$ cat config.mk
export PLATFORM = sky130hd
export DESIGN_NAME = tilelink_ul_master
export DESIGN_NICKNAME = d
export VERILOG_FILES = /design/src/rtl/tl_ul_pkg.sv /design/src/rtl/tl_ul_size_check.sv /design/src/rtl/tilelink_ul_master.sv
export SDC_FILE = /design/constraint.sdc
export NUM_CORES = 1
export LEC_CHECK = 0
export CORE_AREA = 2 2 178 180
export CTS_CLUSTER_DIAMETER = 30
export DETAILED_ROUTE_END_ITERATION = 16
export DIE_AREA = 0 0 180 182
export PLACE_DENSITY = 0.73
export SETUP_SLACK_MARGIN = 0.3
export SYNTH_ARGS = -nofsm -noshare
export SYNTH_HDL_FRONTEND = slang
export SYNTH_SLANG_ARGS = --single-unit
$ cat constraint.sdc
create_clock -name clk -period 2.75 [get_ports clk]
set_input_delay 0.275 -clock clk [delete_from_list [all_inputs] [get_ports clk]]
set_output_delay 0.275 -clock clk [all_outputs]
set_load 0.02 [all_outputs]
$ cat src/rtl/tl_ul_pkg.sv
// Shared TileLink-UL constants: default widths, A/D opcodes and the master FSM state type.
package tl_ul_pkg;

   localparam int TL_ADDR_WIDTH_DEF   = 64;
   localparam int TL_DATA_WIDTH_DEF   = 64;
   localparam int TL_SOURCE_WIDTH_DEF = 3;
   localparam int TL_SINK_WIDTH_DEF   = 3;
   localparam int TL_OPCODE_WIDTH_DEF = 3;
   localparam int TL_PARAM_WIDTH_DEF  = 3;
   localparam int TL_SIZE_WIDTH_DEF   = 8;
   localparam int TIMEOUT_CYCLES_DEF  = 256;

   localparam logic [2:0] PUT_FULL_DATA    = 3'd0;
   localparam logic [2:0] PUT_PARTIAL_DATA = 3'd1;
   localparam logic [2:0] GET              = 3'd4;

   localparam logic [2:0] ACCESS_ACK      = 3'd0;
   localparam logic [2:0] ACCESS_ACK_DATA = 3'd1;

   typedef enum logic [1:0] {
      IDLE   = 2'd0,
      A_SEND = 2'd1,
      D_WAIT = 2'd2,
      RSP    = 2'd3
   } master_state_e;

endpackage

$ cat src/rtl/tl_ul_size_check.sv
// Combinational legality check for a local command: natural alignment with size
// no larger than one beat, and whether the mask covers every active byte lane.
module tl_ul_size_check
   import tl_ul_pkg::*;
#(
   parameter  int STRB_W = 8,
   parameter  int SIZE_W = 8,
   localparam int OFF_W  = $clog2(STRB_W)
) (
   input  logic [OFF_W-1:0]  addr_offset_i,
   input  logic [SIZE_W-1:0] size_i,
   input  logic [STRB_W-1:0] mask_i,
   output logic              legal_o,
   output logic              full_mask_o
);

   logic [STRB_W-1:0] active_mask;

   // Sizes above one beat never match the loop, so they stay illegal.
   always_comb begin
      legal_o     = 1'b0;
      active_mask = '0;
      for (int s = 0; s <= OFF_W; s++) begin
         if (size_i == SIZE_W'(s)) begin
            legal_o = ((addr_offset_i & OFF_W'((1 << s) - 1)) == '0);
            for (int b = 0; b < STRB_W; b++) begin
               active_mask[b] = (b >= int'(addr_offset_i)) &&
                                (b < int'(addr_offset_i) + (1 << s));
            end
         end
      end
      full_mask_o = ((mask_i & active_mask) == active_mask);
   end

endmodule

$ cat src/rtl/tilelink_ul_master.sv
// Single-outstanding TileLink-UL master: local command -> A channel, D channel -> local response.
// Define TL_MASTER_TIMEOUT_EN to give up on a missing D beat after TIMEOUT_CYCLES cycles.
module tilelink_ul_master
   import tl_ul_pkg::*;
#(
   parameter  int TL_ADDR_WIDTH   = TL_ADDR_WIDTH_DEF,
   parameter  int TL_DATA_WIDTH   = TL_DATA_WIDTH_DEF,
   parameter  int TL_SOURCE_WIDTH = TL_SOURCE_WIDTH_DEF,
   parameter  int TL_SINK_WIDTH   = TL_SINK_WIDTH_DEF,
   parameter  int TL_OPCODE_WIDTH = TL_OPCODE_WIDTH_DEF,
   parameter  int TL_PARAM_WIDTH  = TL_PARAM_WIDTH_DEF,
   parameter  int TL_SIZE_WIDTH   = TL_SIZE_WIDTH_DEF,
`ifdef TL_MASTER_TIMEOUT_EN
   parameter  int TIMEOUT_CYCLES  = TIMEOUT_CYCLES_DEF,
`endif
   localparam int TL_STRB_WIDTH   = TL_DATA_WIDTH / 8
) (
   input  logic                       clk,
   input  logic                       rst,

   input  logic                       cmd_valid,
   output logic                       cmd_ready,
   input  logic                       cmd_write,
   input  logic [TL_ADDR_WIDTH-1:0]   cmd_addr,
   input  logic [TL_SIZE_WIDTH-1:0]   cmd_size,
   input  logic [TL_STRB_WIDTH-1:0]   cmd_mask,
   input  logic [TL_DATA_WIDTH-1:0]   cmd_wdata,

   output logic                       rsp_valid,
   input  logic                       rsp_ready,
   output logic [TL_DATA_WIDTH-1:0]   rsp_rdata,
   output logic                       rsp_error,

   output logic                       a_valid,
   input  logic                       a_ready,
   output logic [TL_OPCODE_WIDTH-1:0] a_opcode,
   output logic [TL_PARAM_WIDTH-1:0]  a_param,
   output logic [TL_ADDR_WIDTH-1:0]   a_address,
   output logic [TL_SIZE_WIDTH-1:0]   a_size,
   output logic [TL_STRB_WIDTH-1:0]   a_mask,
   output logic [TL_DATA_WIDTH-1:0]   a_data,
   output logic [TL_SOURCE_WIDTH-1:0] a_source,

   input  logic                       d_valid,
   output logic                       d_ready,
   input  logic [TL_OPCODE_WIDTH-1:0] d_opcode,
   input  logic [TL_PARAM_WIDTH-1:0]  d_param,
   input  logic [TL_SIZE_WIDTH-1:0]   d_size,
   input  logic [TL_SINK_WIDTH-1:0]   d_sink,
   input  logic [TL_SOURCE_WIDTH-1:0] d_source,
   input  logic [TL_DATA_WIDTH-1:0]   d_data,
   input  logic                       d_error
);

   localparam int OFF_W = $clog2(TL_STRB_WIDTH);

   master_state_e              state_q;
   logic [TL_SOURCE_WIDTH-1:0] src_q;
   logic                       is_write_q;
   logic [TL_OPCODE_WIDTH-1:0] a_opcode_q;
   logic [TL_ADDR_WIDTH-1:0]   a_address_q;
   logic [TL_SIZE_WIDTH-1:0]   a_size_q;
   logic [TL_STRB_WIDTH-1:0]   a_mask_q;
   logic [TL_DATA_WIDTH-1:0]   a_data_q;
   logic [TL_DATA_WIDTH-1:0]   rsp_rdata_q;
   logic                       rsp_error_q;

   logic                       cmd_legal;
   logic                       cmd_full_mask;
   logic [TL_OPCODE_WIDTH-1:0] a_opcode_d;
   logic [TL_OPCODE_WIDTH-1:0] d_opcode_exp;
   logic                       rsp_error_d;
   logic                       unused_d;

`ifdef TL_MASTER_TIMEOUT_EN
   localparam int                TO_W    = $clog2(TIMEOUT_CYCLES + 1);
   localparam logic [TO_W-1:0]   TO_LAST = TO_W'(TIMEOUT_CYCLES - 1);
   logic [TO_W-1:0]              timeout_q;
`endif

   tl_ul_size_check #(
      .STRB_W (TL_STRB_WIDTH),
      .SIZE_W (TL_SIZE_WIDTH)
   ) u_size_check (
      .addr_offset_i (cmd_addr[OFF_W-1:0]),
      .size_i        (cmd_size),
      .mask_i        (cmd_mask),
      .legal_o       (cmd_legal),
      .full_mask_o   (cmd_full_mask)
   );

   assign a_opcode_d   = !cmd_write    ? TL_OPCODE_WIDTH'(GET) :
                         cmd_full_mask ? TL_OPCODE_WIDTH'(PUT_FULL_DATA) :
                                         TL_OPCODE_WIDTH'(PUT_PARTIAL_DATA);
   assign d_opcode_exp = is_write_q ? TL_OPCODE_WIDTH'(ACCESS_ACK) : TL_OPCODE_WIDTH'(ACCESS_ACK_DATA);
   assign rsp_error_d  = d_error | (d_source != src_q) | (d_opcode != d_opcode_exp);
   assign unused_d     = ^{d_param, d_size, d_sink};

   always_ff @(posedge clk or negedge rst) begin
      if (!rst) begin
         state_q     <= IDLE;
         src_q       <= '0;
         is_write_q  <= 1'b0;
         a_opcode_q  <= '0;
         a_address_q <= '0;
         a_size_q    <= '0;
         a_mask_q    <= '0;
         a_data_q    <= '0;
         rsp_rdata_q <= '0;
         rsp_error_q <= 1'b0;
`ifdef TL_MASTER_TIMEOUT_EN
         timeout_q   <= '0;
`endif
      end else begin
         case (state_q)
            IDLE: begin
               if (cmd_valid) begin
                  is_write_q  <= cmd_write;
                  a_opcode_q  <= a_opcode_d;
                  a_address_q <= cmd_addr;
                  a_size_q    <= cmd_size;
                  a_mask_q    <= cmd_mask;
                  a_data_q    <= cmd_write ? cmd_wdata : '0;
                  if (cmd_legal) begin
                     state_q <= A_SEND;
                  end else begin
                     rsp_error_q <= 1'b1;
                     rsp_rdata_q <= '0;
                     state_q     <= RSP;
                  end
               end
            end
            A_SEND: begin
               if (a_ready) begin
                  state_q <= D_WAIT;
`ifdef TL_MASTER_TIMEOUT_EN
                  timeout_q <= '0;
`endif
               end
            end
            D_WAIT: begin
               if (d_valid) begin
                  rsp_rdata_q <= is_write_q ? '0 : d_data;
                  rsp_error_q <= rsp_error_d;
                  state_q     <= RSP;
               end
`ifdef TL_MASTER_TIMEOUT_EN
               else if (timeout_q == TO_LAST) begin
                  rsp_error_q <= 1'b1;
                  rsp_rdata_q <= '0;
                  state_q     <= RSP;
               end else begin
                  timeout_q <= timeout_q + TO_W'(1);
               end
`endif
            end
            RSP: begin
               if (rsp_ready) begin
                  rsp_rdata_q <= '0;
                  rsp_error_q <= 1'b0;
                  src_q       <= src_q + TL_SOURCE_WIDTH'(1);
                  state_q     <= IDLE;
               end
            end
            default: state_q <= IDLE;
         endcase
      end
   end

   // cmd_ready is gated by reset so every output reads 0 while reset is held.
   assign cmd_ready = rst && (state_q == IDLE);
   assign a_valid   = (state_q == A_SEND);
   assign d_ready   = (state_q == D_WAIT);
   assign rsp_valid = (state_q == RSP);

   assign a_opcode  = a_opcode_q;
   assign a_param   = '0;
   assign a_address = a_address_q;
   assign a_size    = a_size_q;
   assign a_mask    = a_mask_q;
   assign a_data    = a_data_q;
   assign a_source  = src_q;
   assign rsp_rdata = rsp_rdata_q;
   assign rsp_error = rsp_error_q;

endmodule

# After elaboration in Yosys (flattened, before gate mapping)
# Index checks and enable logic that the tools add are counted.
# totals
regBits	218
inputBits	236
output_inout_bits	222
# op_classes
n_reduce_logical	39
n_bitwise	3
add_sub_neg	5
n_lt_le_gt_ge	39
mux	29
eq_ne	14
# op_table
operator	n
less-than comparator 4 x 32 -> 1 bit, first input constant	16
2-to-1 mux 64 bit	6
less-than comparator 3 x 32 -> 1 bit, first input constant	8
one-hot mux 64 bit (3 select lines)	1
less-than comparator 1 x 32 -> 1 bit, first input constant	4
less-than comparator 2 x 32 -> 1 bit, first input constant	4
2-to-1 mux 8 bit	4
logical AND 1 bit	29
== test 8 x 2 -> 1 bit, second input constant	2
2-to-1 mux 1 bit	10
2-to-1 mux 2 bit	5
>= comparator 3 bit, first input constant	3
logical NOT 3 bit	3
bitwise AND 8 bit	1
== test 8 x 1 -> 1 bit, second input constant	1
== test 8 bit	1
logical NOT 8 bit	1
one-hot mux 2 bit (4 select lines)	1
>= comparator 1 x 3 -> 1 bit, first input constant	2
>= comparator 2 x 3 -> 1 bit, first input constant	2
!= test 2 bit, second input constant	3
adder 3 x 4 -> 5 bit, second input constant	1
AND reduction 5 bit	1
adder 3 x 1 -> 4 bit, second input constant	1
other kinds (15)	19

# Logic depth before layout (Yosys ltp)
# logic_depth
word_depth	11
mapped_depth	10
depth_no_buf	9

# By module
# A second synthesis with hierarchy kept.
# unflattened
hier_cells	871
area_unflattened_um2	9630.5
# modules_own_cells
mod	seq_area_each_um2	area_each_um2	instances	cells_per_inst
tilelink_ul_master	5430.2	9105.0	1	796
tl_ul_size_check	0.0	525.5	1	75

# Worst setup path after synthesis
# OpenSTA, ideal clock, no wires.
# synth_path
path_type	register to register
startpoint	register state_q[0]
endpoint	register rsp_error_q (netlist: rsp_error)
arrival_ps	1821
period_less_slack_ps	1947
stages_incl_launch_ff	10
setup_ps	126
required_ps	2624
slack_ps	803
path_cell_list	dfrtp_1 > inv_1 > ha_1 > clkbuf_1 > o31ai_1 > or3_1 > o311ai_2 > buf_6 > buf_4 > o21ai_0
# synth_via
elab_chain_cells	3
word_cells_on_any_way	10
cone_classes	eq/ne (6); mux (1); reduce/logical (3)
# synth_rtl
item	line_no	text
from (decl)	tilelink_ul_master.sv:57	master_state_e state_q;
from (signal assigned)	tilelink_ul_master.sv:101	state_q <= IDLE;
from (signal assigned)	tilelink_ul_master.sv:125	state_q <= A_SEND;
from (signal assigned)	tilelink_ul_master.sv:129	state_q <= RSP;
== test 2 bit or logical NOT 2 bit (tied branches)	tilelink_ul_master.sv:115	case (state_q)
!= test 2 bit (no line) (tied with other cells)	-	
AND reduction 5 bit (no line)	-	
to (signal assigned)	tilelink_ul_master.sv:144	rsp_error_q <= rsp_error_d;
to (decl)	tilelink_ul_master.sv:66	logic rsp_error_q;
# Parallel ways exist; a longest one is shown, timed or not.
# A chain may end at the register's enable or synchronous reset.

# Worst setup path in the final report
# layout_path
startpoint	register state_q[0]
endpoint	output port cmd_ready
# layout_via
elab_chain_cells	2
# layout_rtl
item	line_no	text
logical NOT 2 bit	tilelink_ul_master.sv:171	assign cmd_ready = rst && (state_q == IDLE);
logical AND 1 bit	tilelink_ul_master.sv:171	
to (decl)	tilelink_ul_master.sv:22	output logic cmd_ready,
# No other way between the ends.

==> impl_metrics.tcl <==
set metrics [dict create \
    rsz0062_at_grt "yes" \
    critPathMaxStageDelay_ns 0.62 \
    fin_ws_ns 0.332 \
    area_growth_pct 77.7 \
    drtAntennaViolNets 0 \
    drt-total-wl_um 29400 \
    min-delay-path-class "in2reg" \
    clkTransAtPathRegs_ns 0.04 \
    r2r_start "state_q[0]$_DFFE_PN0P_" \
    std_cell_rows 65 \
    start_util_pct 29.1 \
    die_h_um 182 \
    critPathTopFamily "buffers and inverters" \
    drc 0 \
    slew_viol_final 0 \
    hold_viol 0 \
    finalClockSkew_ns 0.0162 \
    syn_area_um2 9020 \
    die_area_um2 32800 \
    critPathArrivalTime_ns 2.14 \
    period_share_pct 87.9 \
    synthArstFlopShare_pct 100 \
    avgViaCountPerCell 4.57 \
    r2r_end "rsp_rdata[29]$_DFFE_PN0P_" \
    clock-sinks 217 \
    cp-end-kind "output pin" \
    r2r_cells 7 \
    power_leakage_nw 6.86 \
    final_common_cell "clkdlybuf4s50_1" \
    r2r_slack_ns 0.46 \
    drt_pass1_iterations 5 \
    num_vias 8126 \
    max-cap-violations 0 \
    p_per_area_nw_per_um2 1320 \
    final_cell_mix "clkdlybuf4s50_1, nand2_1, dfrtp_1" \
    hp-start "cmd_write" \
    grt-ovfl-total 0 \
    antenna_found_initial 1 \
    layout-drive-gt1-share_pct 15.4 \
    ys_ff_latch 217 \
    worstPathCellList "inv_1, ha_2, and2_1, clkdlybuf4s50_1" \
    wl_per_cell_um 16.5 \
    max-vdd-ir-drop_uv 772 \
    port_buffers 439 \
    tns_ns 0 \
    synth-main-ff-cell "dfrtp_1" \
    fmax_mhz 414 \
    period_minus_slack_ns 2.42 \
    clockRootBuffer "clkbuf_16" \
    clk_latency_ns 0.55 \
    cp.required_ns 2.48 \
    drtIter0Drc 398 \
    post-route-util_pct 51.7 \
    cts_buffer_depth 3 \
    maxSlewHeadroom_pct 43.7 \
    power_mw 21.2 \
    dp_slack_ns 0.102 \
    yosysUniqueCellTypes 43 \
    boundaryPins 458 \
    grt_util_all_layers_pct 17.5 \
    cts_tree "built" \
    grt_max_degree 123 \
    worst_slew_pin_slew_ns 0.844 \
    crit_type "reg2out" \
    cts_buffers 57 \
    min_path_cells 3 \
    ys_seq_area_share_pct 60.2 \
    synth_warnings 0 \
    synth-edff-count 0 \
    grt_pass1_wl_um 46400 \
    fp.coreArea_um2 31000 \
    critPathLaunchType "flip-flop" \
    nets 1581 \
    crit_path_max_fanout 8 \
    avgSynthCellArea_um2 10.5 \
    place_congestion 0.872 \
    cp_slowest_cell "clkdlybuf4s50_1" \
    synthCells 859 \
    worstHoldEndpoint "a_data[14]$_DFFE_PN0P_" \
    grt_pass1_vias 8614 \
    outcome "finished, final reports clean" \
    die_w_um 180 \
    path_buf_inv 2 \
    setup_viol 0 \
    dp_hpwl_um 20800 \
    h-tree-depth 2 \
]
[worst max path at each step]
| stage | endpoint | from | cells after the start | slack [ns] |
|---|---|---|---|---|
| after floorplan | rsp_error$_DFFE_PN0P_ | state_q[0]$_DFFE_PN0P_ | 9 | 0.80 |
| after CTS | cmd_ready | state_q[0]$_DFFE_PN0P_ | 4 | 0.30 |
| after detailed placement | rsp_rdata[45]$_DFFE_PN0P_ | cmd_addr[1] | 9 | 0.10 |
| final | cmd_ready | state_q[0]$_DFFE_PN0P_ | 4 | 0.33 |
| after global routing | cmd_ready | state_q[0]$_DFFE_PN0P_ | 4 | 0.25 |
| after global placement | a_opcode[0]$_DFFE_PN0P_ | cmd_addr[0] | 10 | 0.14 |
[kinds of logic (layout without fill, tap and decap cells)]
family	after synthesis	count (layout)	share of synthesized area, %
AND/OR/NAND/NOR	295	295	12.7
flip-flops	217	217	60.2
AO/OA/AOI/OAI	175	175	10.7
multiplexers	76	76	9.49
buffers and inverters	73	588	4.11
adder cells (fa/ha/maj)	16	16	2.22
XOR/XNOR	6	6	0.583
other	1	5	0.0416
[per-layer routing]
layer  up-vias  global-route usage, %  share of wire, %
li1       3822                      -                 -
met1      3823                   20.2                39
met2       398                   29.9                49
met3        83                   6.32               9.0
met4         0                   6.41               3.2
met5         -                      0                 0
[Yosys cell counts, types with 2 or more instances]
| cell | number | area, µm² |
|---|---|---|
| nand2_1 | 275 | 1030 |
| dfrtp_1 | 217 | 5430 |
| o21ai_0 | 136 | 681 |
| mux2_2 | 76 | 856 |
| clkbuf_1 | 36 | 135 |
| ha_1 | 16 | 200 |
| inv_1 | 14 | 52.6 |
| a21oi_1 | 8 | 40.0 |
| buf_6 | 8 | 90.1 |
| buf_2 | 7 | 35.0 |
| buf_4 | 7 | 52.6 |
| o21ai_1 | 6 | 30.0 |
| nor2_1 | 5 | 18.8 |
| a211oi_1 | 4 | 30.0 |
| xnor2_1 | 4 | 35.0 |
| a211o_1 | 3 | 26.3 |
| a22oi_1 | 2 | 15.0 |
| nand2b_1 | 2 | 12.5 |
| nand3_1 | 2 | 10.0 |
| nor2b_1 | 2 | 12.5 |
| nor3_1 | 2 | 10.0 |
| nor4_1 | 2 | 12.5 |
| o311ai_0 | 2 | 17.5 |
| o31ai_1 | 2 | 15.0 |
| or3_1 | 2 | 12.5 |
| xor2_1 | 2 | 17.5 |
[timing repair]
item	CTS	global route
gates resized for setup	1	0
endpoints found under the hold margin	30	0
pin swaps	1	0
setup endpoints to repair	2	2
buffers inserted	1	0
hold buffers	2	0
[sequential cells by signal, indices dropped and copies added (netlist names)]
register	cells
rsp_rdata	64
rsp_error	1
a_size	8
a_address	64
a_source	3
is_write_q	1
a_mask	8
state_q	2
a_opcode	2
a_data	64
[metrics by stage]
| step | std cells | area [µm²] | hold WS [ns] |
|---|---|---|---|
| after floorplan | 862 | 9030 | -0.0206 |
| after global placement | 1669 | 13900 | 0.151 |
| after detailed placement | 1669 | 13900 | 0.161 |
| after CTS | 1779 | 16000 | 0.171 |
| after global routing | 1779 | 16000 | 0.206 |
| final | 1780 | 16000 | 0.169 |
[report_power, final]
part / total [mW] / switching [mW] / internal (mW) / leakage, nW
registers: 5.55 / 0.851 / 4.70 / 2.77
logic: 8.49 / 4.47 / 4.02 / 3.08
clock network: 7.14 / 2.01 / 5.13 / 1.01
total: 21.2 / 7.34 / 13.9 / 6.86
[worst reg2reg max path, stage by stage (launching register included)]
cell and delay [ns]:
dfrtp_1 0.37, inv_1 0.09, ha_1 0.31, a222oi_1 0.38, buf_4 0.19, o311ai_4 0.24
buf_12 0.28, o21ai_0 0.33
[layout make-up]
type / count / area (µm²)
Antenna cell: 1 / 2.50
Clock buffer: 68 / 1560
Clock inverter: 39 / 539
Fill cell: 2686 / 15000
Inverter: 14 / 52.6
Multi-Input combinational cell: 572 / 3260
Sequential cell: 217 / 5430
Tap cell: 402 / 503
Timing Repair Buffer: 467 / 4680
No activity file was read; power rests on OpenSTA's default activity.
